===== config.mk =====
export PLATFORM = sky130hd
export DESIGN_NAME = uart_frame_rx
export DESIGN_NICKNAME = d
export VERILOG_FILES = /design/src/rtl/uart_frame_rx.sv
export SDC_FILE = /design/constraint.sdc
export NUM_CORES = 1
export LEC_CHECK = 0
export BUFFER_PORTS_ARGS = -buffer_cell sky130_fd_sc_hd__buf_2
export CORE_ASPECT_RATIO = 0.7
export CORE_UTILIZATION = 37
export DETAILED_ROUTE_END_ITERATION = 7
export RECOVER_POWER = 50
export SLEW_MARGIN = 20
export SYNTH_ARGS = -nofsm -noshare
export SYNTH_HDL_FRONTEND = slang
export SYNTH_SLANG_ARGS = --single-unit

===== constraint.sdc =====
create_clock -name clk -period 2.1 [get_ports clk]
set_clock_uncertainty 0.2 [all_clocks]
set_input_delay 0.105 -clock clk [delete_from_list [all_inputs] [get_ports clk]]
set_output_delay 0.105 -clock clk [all_outputs]
set_load 0.005 [all_outputs]

===== src/rtl/uart_frame_rx.sv =====
// Frame parser behind the uart RX FIFO: [A5][LEN][payload][CHK], CHK = XOR of LEN and payload.
// Optional inter-byte timeout is compiled in with `define UART_FRAME_TIMEOUT_EN.
module uart_frame_rx #(
    parameter int MAX_LEN        = 16,
    parameter int TIMEOUT_CYCLES = 1000
) (
    input  logic       clk,
    input  logic       rst,
    input  logic       rx_ready,
    input  logic [7:0] rx_data,
    output logic       rx,
    output logic [7:0] out_data,
    output logic       out_valid,
    input  logic       out_ready,
    output logic       out_last,
    output logic       frame_ok,
    output logic       frame_err,
    output logic [1:0] err_code,
    output logic [7:0] drop_cnt
);
    typedef enum logic [1:0] {HUNT, LEN, DATA, CHK} state_t;

    localparam logic [8:0] MAX_L = 9'(MAX_LEN);

    state_t     state;
    logic       gap;
    logic [7:0] xr;
    logic [7:0] cnt;
    logic       can_take;
    logic       tmo;

    // Payload pops wait for a free (or draining) output register.
    assign can_take = (state != DATA) || !out_valid || out_ready;
    assign rx       = rx_ready && !gap && can_take;

`ifdef UART_FRAME_TIMEOUT_EN
    localparam int TW = $clog2(TIMEOUT_CYCLES + 1);
    logic [TW-1:0] gap_cnt;
    logic          counting;

    assign counting = (state != HUNT) && !rx && !(state == DATA && out_valid && !out_ready);
    assign tmo      = counting && (gap_cnt == TW'(TIMEOUT_CYCLES - 1));

    always_ff @(posedge clk or negedge rst) begin
        if (!rst)                        gap_cnt <= '0;
        else if (state == HUNT || rx || tmo) gap_cnt <= '0;
        else if (counting)               gap_cnt <= gap_cnt + 1'b1;
    end
`else
    assign tmo = 1'b0;
`endif

    always_ff @(posedge clk or negedge rst) begin
        if (!rst) begin
            state     <= HUNT;
            gap       <= 1'b0;
            xr        <= '0;
            cnt       <= '0;
            out_data  <= '0;
            out_valid <= 1'b0;
            out_last  <= 1'b0;
            frame_ok  <= 1'b0;
            frame_err <= 1'b0;
            err_code  <= '0;
            drop_cnt  <= '0;
        end else begin
            gap       <= rx;
            frame_ok  <= 1'b0;
            frame_err <= 1'b0;
            err_code  <= '0;
            if (out_valid && out_ready) begin
                out_valid <= 1'b0;
                out_last  <= 1'b0;
            end
            if (rx) begin
                unique case (state)
                    HUNT: begin
                        if (rx_data == 8'hA5)       state    <= LEN;
                        else if (drop_cnt != 8'hFF) drop_cnt <= drop_cnt + 8'd1;
                    end
                    LEN: begin
                        if (rx_data == 8'd0 || {1'b0, rx_data} > MAX_L) begin
                            frame_err <= 1'b1;
                            err_code  <= 2'd1;
                            state     <= HUNT;
                        end else begin
                            xr    <= rx_data;
                            cnt   <= rx_data;
                            state <= DATA;
                        end
                    end
                    DATA: begin
                        out_data  <= rx_data;
                        out_valid <= 1'b1;
                        out_last  <= (cnt == 8'd1);
                        xr        <= xr ^ rx_data;
                        cnt       <= cnt - 8'd1;
                        if (cnt == 8'd1) state <= CHK;
                    end
                    CHK: begin
                        if (rx_data == xr) frame_ok <= 1'b1;
                        else begin
                            frame_err <= 1'b1;
                            err_code  <= 2'd2;
                        end
                        state <= HUNT;
                    end
                endcase
            end else if (tmo) begin
                // A payload byte already in the output register is still delivered.
                frame_err <= 1'b1;
                err_code  <= 2'd3;
                state     <= HUNT;
            end
        end
    end
endmodule

# Word-level counts from Yosys, hierarchy flattened
# Cells that the tools add are included.
# totals
ff_bits	41
output_inout_bits	23
word_cells	66
# op_classes
addsub	2
magnitude_cmp	1
eq_ne	11
muxes	24
bitwise_logic	2
reduce_logical	15
# ops
cell	count
8-bit one-hot mux with 2 select lines	2
1-bit two-way mux	13
2-bit two-way mux	5
8-bit by 1-bit adder with 8-bit output (second input constant)	1
8-bit by 1-bit equality test with 1-bit output (second input constant)	1
8-bit equality test	1
8-bit equality test (second input constant)	1
8-bit by 5-bit > comparator with 1-bit output (second input constant)	1
8-bit logical NOT	1
8-bit two-way mux	1
2-bit inequality test (second input constant)	4
8-bit inequality test (second input constant)	1
2-bit one-hot mux with 4 select lines	1
8-bit by 1-bit subtractor with 8-bit output (second input constant)	1
8-bit XOR	1
3-bit AND reduction	2
2-bit equality test (second input constant)	2
2-bit one-hot mux with 2 select lines	1
4-bit AND reduction	1
1-bit logical AND	3
1-bit logical OR	3
2-bit by 1-bit equality test with 1-bit output (second input constant)	1
1-bit logical NOT	2
2-bit logical NOT	1
other kinds (4)	4

# Logic depth before layout (Yosys ltp)
# Gate-level depths: netlist (run 1).
# depth
word_depth	5
ltp_mapped	7
ltp_nobuf	6

# Worst setup path before layout (run 1)
# Ideal clock, no wire load.
# synth_timing
path_kind	reg2reg
from	register cnt[2]
to	register cnt[5]
setup_ps	124
arrival_time_ps	1545
t_required_ps	1776
setup_slack_ps	232
path_stages_with_launch	5
path_buffers	0
period_less_slack_ps	1868
cell_sequence	dfrtp_1 > or3_1 > or3_1 > and3_1 > a211o_1
# synth_via
elab_chain_cells	2
# synth_lines
element	line_no	text
from (decl)	28	logic [7:0] cnt;
from (signal assigned)	88	cnt <= rx_data;
from (signal assigned)	97	cnt <= cnt - 8'd1;
8-bit by 1-bit subtractor with 8-bit output	97	
8-bit one-hot mux with 2 select lines	76	unique case (state)
# No other way between the ends.
# A chain may end at the register's enable or synchronous reset.

# Worst setup path in the final report (run 1)
# layout_timing
from	input port rx_data[7]
to	register cnt[0]
# layout_via
elab_chain_cells	4
elab_cells_between_ends	5
classes_between	order compare (1); eq/ne (1); reduce/logical (3)
# layout_lines
element	line_no	text
from (decl)	10	input logic [7:0] rx_data,
8-bit by 5-bit > comparator with 1-bit output or 8-bit logical NOT (tied branches)	82	if (rx_data == 8'd0 || {1'b0, rx_data} > MAX_L) begin
1-bit logical OR *	82	
2-bit inequality test (no line) *	-	
3-bit AND reduction (no line) *	-	
# Mark *: on every way between the ends. The rest lies on a longest branch, timed or not.

==> metrics.md, run 1 <==
| Metric | Value |
|---|---|
| Status | `finished clean` |
| Synth top area share | `43.6%` |
| Min-Delay Path Depth | `4` |
| Reg2reg path depth | `5` |
| Async SR Flop Fraction | `100%` |
| Sequential fraction of the synthesis area | `43.6%` |
| Period Utilization, post-route | `95.7%` |
| Worst-margin pin slew | `1050 ps` |
| Vias in the first global route | `1889` |
| GRT Total Usage | `18.4%` |
| Largest net degree at the start of global routing | `42` |
| Via Count | `2049` |
| Die Area | `0.00669 sq mm` |
| HPWL Detailed | `4110 um` |
| Routed WL | `6020 um` |
| Post-synth EDFFs | `0` |
| TritonRoute pass-1 iters | `4` |
| Grt ovf | `0` |
| Mapped Avg Cell Area | `9.23 sq um` |
| Worst Path Arrival | `1990 ps` |
| Final antenna-violating net count | `0` |
| Worst setup SP type | `primary input` |
| Critical Path Sink Type | `flip-flop` |
| Die Width | `97.4 um` |
| Syn Nets | `270` |
| HP Class | `primary input to flip-flop` |
| Gpl congestion | `0.801` |
| CP cell instances | `dlygate4sd3_1, buf_2, nor4b_1, mux2_4, a21oi_1, a221o_1` |
| Via density | `5.41` |
| Leak | `1.36 nW` |
| Yosys warns | `0` |
| Fillers | `558` |
| Pins Over Slew Limit | `0` |
| Initial DRC count | `106` |
| Crit path largest cell delay | `530 ps` |
| # setup viols final | `0` |
| Num CTS Buffers | `5` |
| Post-Synthesis Cells | `255` |
| Hold Violations, Final | `0` |
| Peak VDD IR | `281 uV` |
| Antenna violations before repair | `0` |
| Number of nets in the layout | `318` |
| Routed len/inst | `15.9 um` |
| Clock Sinks | `41` |
| Die H | `68.7 um` |
| Setup Total Neg Slack | `0 ps` |
| Core area | `0.00593 sq mm` |
| Starting Density | `39.7%` |
| Primary FF master, synth | `dfrtp_1` |
| Placed cell areas | `0.00267 sq mm` |
| Max H-tree Level | `2` |
| CTS tree | `built` |
| Max cap viols | `0` |
| Post-route cell area | `0.00288 sq mm` |
| Core Rows | `23` |
| Yosys top cell by area | `dfrtp_1` |
| Crit Path Max Fanout | `14` |
| PwrDens | `691 mW/mm^2` |
| Synthesized area | `0.00235 sq mm` |
| #FFs+latches synth | `41` |
| Worst path slowest cell | `dlygate4sd3_1` |
| Clock tree buffer depth | `2` |
| Top-count cell post-synth | `dfrtp_1` |
| Share of cells above drive strength 1 | `19.1%` |
| Post-CTS Setup Repair Bufs | `0` |
| Worst EP required | `2080 ps` |
| Commonest cells post-synth | `dfrtp_1, nand2_1, nor2_1, nor3_1, inv_1` |
| Fmax | `497 MHz` |
| CTS clock-pin slew for the worst setup and hold paths | `80 ps` |
| Synth area leaders | `dfrtp_1, nand2_1, mux2i_1` |
| Root Buffer Master | `clkbuf_8` |
| Minimum clock period | `2010 ps` |
| Clk Latency, worst-skew pair | `300 ps` |
| IO Port Bufs | `34` |
| First-pass GRT wire length | `9520 um` |
| ANT cells | `0` |
| Core Util, Final | `48.6%` |
| Reg2reg setup slack | `200 ps` |
| Area of the multi-input gates | `0.00122 sq mm` |
| Max_slew headroom | `29.7%` |
| WS Path Type | `primary input to flip-flop` |
| Synthesis-to-finish area growth | `22.5%` |
| Unique masters post-synth | `48` |
| Top-Level Pins | `35` |
| Storage cell area | `0.00103 sq mm` |
| RSZ-0062 raised after global routing | `no` |
| Drc violations | `0` |
-- worst max-delay path: cells and delay by family --
family | cells | cell delay (ps)
AO/OA/AOI/OAI | 2 | 510
buffers and inverters | 2 | 680
multiplexers | 1 | 350
AND/OR/NAND/NOR | 1 | 350
-- sequential cells by signal, summed over array words and instances (netlist names), named ones only --
name       cells
cnt            8
out_data       8
err_code       2
gap            1
drop_cnt       8
state          1
frame_ok       1
out_valid      1
out_last       1
xr             8
frame_err      1
-- layer usage --
| layer | part of all wire [%] | global-route usage, % | wire length (um) |
|---|---|---|---|
| met1 | 51 | 26.6 | 3080 |
| met2 | 42 | 27.0 | 2550 |
| met5 | 0 | 0 | 0 |
| met3 | 5.4 | 4.33 | 323 |
| met4 | 1.1 | 6.43 | 67 |
-- worst paths after layout --
kind / from / endpoint
max in group asynchronous: rst / out_data[4]
worst min-delay path: rx_data[1] / out_data[1]
worst max register to register: drop_cnt[0] / drop_cnt[1]
worst min register to register: out_data[6] / out_data[6]
worst max-delay path: rx_data[7] / cnt[0]
min in group asynchronous: rst / out_last
-- placed cells by master (no fill, tap or decap), drive strengths merged, types with 2 or more instances in the layout --
master       netlist  final
nand3              8      8
nor2              17     17
a311oi             5      5
o31ai              2      2
ha                 3      3
dfrtp             41     41
mux2i              8      8
o21ai              6      6
o311ai             6      6
o211ai             3      3
a211oi             4      4
inv               11     11
mux2               2      2
nand3b             2      2
or3                3      3
nand4              3      3
nor3              14     14
nand2             37     37
xnor2              8      8
nor2b              8      8
buf               10     39
a31oi              2      2
xor2               5      5
nand2b             6      6
clkbuf             8     15
and3               6      6
a41oi              2      2
a21oi              6      6
nor4b              2      2
dlygate4sd3        0     11
nor4               7      7
-- cell type report --
type	instances	share of cell area (%)
clock buffers	6	2.86
clock inverters	2	1.30
inverters	11	1.43
multi-input cells	185	42.2
flip-flops and latches	41	35.6
well taps	75	3.25
repair buffers	59	13.4
-- timing repair --
| action | 4_1_cts | 5_1_grt |
|---|---|---|
| hold buffers | 11 | 0 |
| endpoints found under the hold margin | 52 | 0 |
| setup endpoints to repair | 0 | 5 |
| resized for setup | 0 | 3 |
-- stage by stage --
step	total power, W	setup WS [ps]	instances	hold WS [ps]
after detailed placement	0.00131	165	360	-102
after global placement	0.00131	215	360	-104
after global routing	0.00210	18.7	379	42.1
final	0.00199	89.8	379	31.9
after CTS	0.00201	8.65	379	20.5
after floorplan	0.00115	232	255	-391
-- where the power goes --
part           switching, W  internal (W)
registers         0.0000892      0.000867
logic              0.000176      0.000178
clock network      0.000296      0.000387
total              0.000560       0.00143
-- cell families (layout without fill, tap and decap cells) --
kind of cell	count (synthesis)	in the layout	synth area share [%]
xor gates and xnor gates	13	13	4.84
adders and majority gates	3	3	1.59
muxes	10	10	4.52
AOI/OAI and AO/OA	43	43	14.2
DFF	41	41	43.6
buffers and inverters	29	78	5.42
and+or+nand+nor	116	116	25.9
No activity file was read; power rests on OpenSTA's default activity.
==> inputs of run 2 (changes only) <==
--- a/config.mk
+++ b/config.mk
@@ -9,6 +9,7 @@
 export CORE_ASPECT_RATIO = 0.7
 export CORE_UTILIZATION = 37
 export DETAILED_ROUTE_END_ITERATION = 7
+export PLACE_DENSITY = 0.62
 export RECOVER_POWER = 50
 export SLEW_MARGIN = 20
 export SYNTH_ARGS = -nofsm -noshare
==> run 2 against run 1 <==
  * Combinational power is essentially flat
  * Sequential share of layout area barely moved
  * Total power fell by 1.4%
  * Core utilization is 0.063 points higher
  * Die area unchanged
  * Setup slack better by 50 ps
  * Critical path depth did not move
  * Register-to-register slack about the same
  * Count of clock-buffer cells in the layout fell by 1
  * Hold slack worse by 18 ps
  * Via count rose by 1.0%
==> metrics.md, run 2 (synthesis gave the netlist of run 1 again) <==
| Metric | Value |
|---|---|
| Status | `finished clean` |
| Clock Sinks | `41 (unchanged)` |
| Drc violations | `0 (unchanged)` |
| Sequential power share | `48.9% (+0.9 points)` |
| Die Area | `0.00669 sq mm (unchanged)` |
| WL met3 | `358 um (+11%)` |
| Clock tree buffer depth | `2 (unchanged)` |
| Die Width | `97.4 um (unchanged)` |
| Fillers | `567 (+1.6%)` |
| Num CTS Buffers | `5 (unchanged)` |
| CTS tree | `built` |
| HPWL Detailed | `4220 um (+2.7%)` |
| Root Buffer Master | `clkbuf_8` |
| Commonest non-fill, non-tap cell in the layout | `dfrtp_1` |
| Psw | `0.000562 W (+0.23%)` |
| CTS clock-pin slew for the worst setup and hold paths | `90 ps (about the same)` |
| RSZ-0062 raised after global routing | `no` |
| Placed cell areas | `0.00266 sq mm (-0.28%)` |
| HP Class | `primary input to flip-flop` |
| Int Pwr | `0.00140 W (-2.1%)` |
| Worst setup SP type | `primary input` |
| Starting Density | `39.7% (unchanged)` |
| Routed wl met2 | `2630 um (+2.9%)` |
| Setup ws final | `140 ps (+49.8 ps)` |
| Number of nets in the layout | `318 (unchanged)` |
| Worst EP required | `2050 ps (-30 ps)` |
| Peak VDD IR | `273 uV (-2.7%)` |
| Die H | `68.7 um (unchanged)` |
| Hold Slack | `13.5 ps (-18.4 ps)` |
| Critical Path Sink Type | `flip-flop` |
| Crit Path Max Fanout | `14 (unchanged)` |
| Reg2reg setup slack | `200 ps (about the same)` |
| Commonest cells after routing, fill and taps aside | `dfrtp_1, nand2_1, buf_2` |
| Share of cells above drive strength 1 | `18.4% (-0.66 points)` |
| Final antenna-violating net count | `0 (unchanged)` |
| Core area | `0.00593 sq mm (unchanged)` |
| DRT met1 WL | `3040 um (-1.2%)` |
| Clk Latency, worst-skew pair | `290 ps (about the same)` |
| Grt ovf | `0 (unchanged)` |
| Pre-CTS setup slack | `180 ps (+14.5 ps)` |
| ANT cells | `0 (unchanged)` |
| Post-route cell area | `0.00289 sq mm (+0.13%)` |
| # setup viols final | `0 (unchanged)` |
| Gpl congestion | `0.784 (-2.1%)` |
| Antenna violations before repair | `0 (unchanged)` |
| Vias in the first global route | `1905 (+0.85%)` |
| Period Utilization, post-route | `93.4% (-2.4 points)` |
| Routed WL | `6040 um (+0.23%)` |
| Worst-margin pin slew | `1280 ps (+225 ps)` |
| Final cell count without fillers | `379 (unchanged)` |
| Top-Level Pins | `35 (unchanged)` |
| Largest net degree at the start of global routing | `23 (-45%)` |
| Initial DRC count | `132 (+25%)` |
| Hold Violations, Final | `0 (unchanged)` |
| DR top layer | `met4` |
| WS Path Type | `primary input to flip-flop` |
| Comb power frac | `17.9% (+0.2 points)` |
| Clock share of power | `33.2% (-1.0 points)` |
| Setup Total Neg Slack | `0 ps (unchanged)` |
| Switching share of total power | `28.6% (+0.48 points)` |
| Max_slew headroom | `14.7% (-15 points)` |
| Placed insts | `359 (-0.28%)` |
| Max cap viols | `0 (unchanged)` |
| Core Rows | `23 (unchanged)` |
| GRT Total Usage | `19.0% (+0.58 points)` |
| Pins Over Slew Limit | `0 (unchanged)` |
| Fmax | `510 MHz (+2.5%)` |
| Routed len/inst | `15.9 um (+0.23%)` |
| TritonRoute pass-1 iters | `4 (unchanged)` |
| IO Port Bufs | `34 (unchanged)` |
| PwrDens | `680 mW/mm^2 (-1.6%)` |
| First-pass GRT wire length | `9980 um (+4.9%)` |
| Minimum clock period | `1960 ps (-49.8 ps)` |
| Leak | `1.36 nW (about the same)` |
| Via density | `5.46 (+1.0%)` |
| Via Count | `2070 (+1.0%)` |
| Worst Path Arrival | `1910 ps (-80 ps)` |
| Post-CTS Setup Repair Bufs | `0 (unchanged)` |
| Synthesis-to-finish area growth | `22.6%` |
| Max H-tree Level | `2 (unchanged)` |
==> run 2: cell types whose count changed in the layout (fill, tap and decap cells not counted), sizes merged <==
cell,previous run,this run
clkbuf,15,14
buf,39,38
clkinv,0,1
dlygate4sd3,11,12
==> run 2: final cells by class <==
type | count | area (sq um) | area share (%)
Clock buffer | 5 | 68.8 | 2.38
Tap cell | 75 | 93.8 | 3.25
Clock inverter | 3 | 46.3 | 1.60
Multi-Input combinational cell | 185 | 1210 | 41.9
Inverter | 11 | 41.3 | 1.43
Sequential cell | 41 | 1030 | 35.5
Timing Repair Buffer | 59 | 402 | 13.9
==> run 2: critical path: stages <==
cell           delay (ps)
dlygate4sd3_1         530
buf_2                 190
nor4_4                210
mux2_4                430
a311oi_1              280
o311ai_1              160
==> run 2: worst paths after layout <==
| kind | cells past startpoint | startpoint | end |
|---|---|---|---|
| max | 6 | rx_data[0] | xr[4] |
| min in group asynchronous | 2 | rst | out_valid |
| max in group asynchronous | 2 | rst | xr[6] |
| min reg2reg | 2 | out_data[4] | out_data[4] |
| max reg2reg | 5 | state[0] | xr[4] |
| min | 4 | rx_data[6] | frame_ok |
==> run 2: timing repair <==
action | in CTS | in global routing
hold buffers | 12 | 0
setup endpoints to repair | 0 | 1
endpoints found under the hold margin | 53 | 0
gates resized for setup | 0 | 1
==> run 2: power groups by stage <==
stage | clock [W] | sequential [W] | combinational [W]
after floorplan | 0 | 0.000965 | 0.000190
after global placement | 0 | 0.000972 | 0.000331
after detailed placement | 0 | 0.000973 | 0.000341
after CTS | 0.000660 | 0.000959 | 0.000359
after global routing | 0.000694 | 0.000972 | 0.000399
final | 0.000651 | 0.000960 | 0.000352
==> run 2: metrics by stage <==
| stage | total power, W | util (%) |
|---|---|---|
| after global routing | 0.00207 | 48.7 |
| after CTS | 0.00198 | 48.8 |
| after floorplan | 0.00115 | - |
| after global placement | 0.00130 | 44.9 |
| after detailed placement | 0.00131 | 44.9 |
| final | 0.00196 | 48.7 |
==> run 2: routing by layer <==
layer | global-route usage, % | vias up
li1 | - | 1011
met4 | 2.21 | 0
met2 | 28.5 | 57
met1 | 28.8 | 1000
met3 | 3.93 | 2
met5 | 0 | -
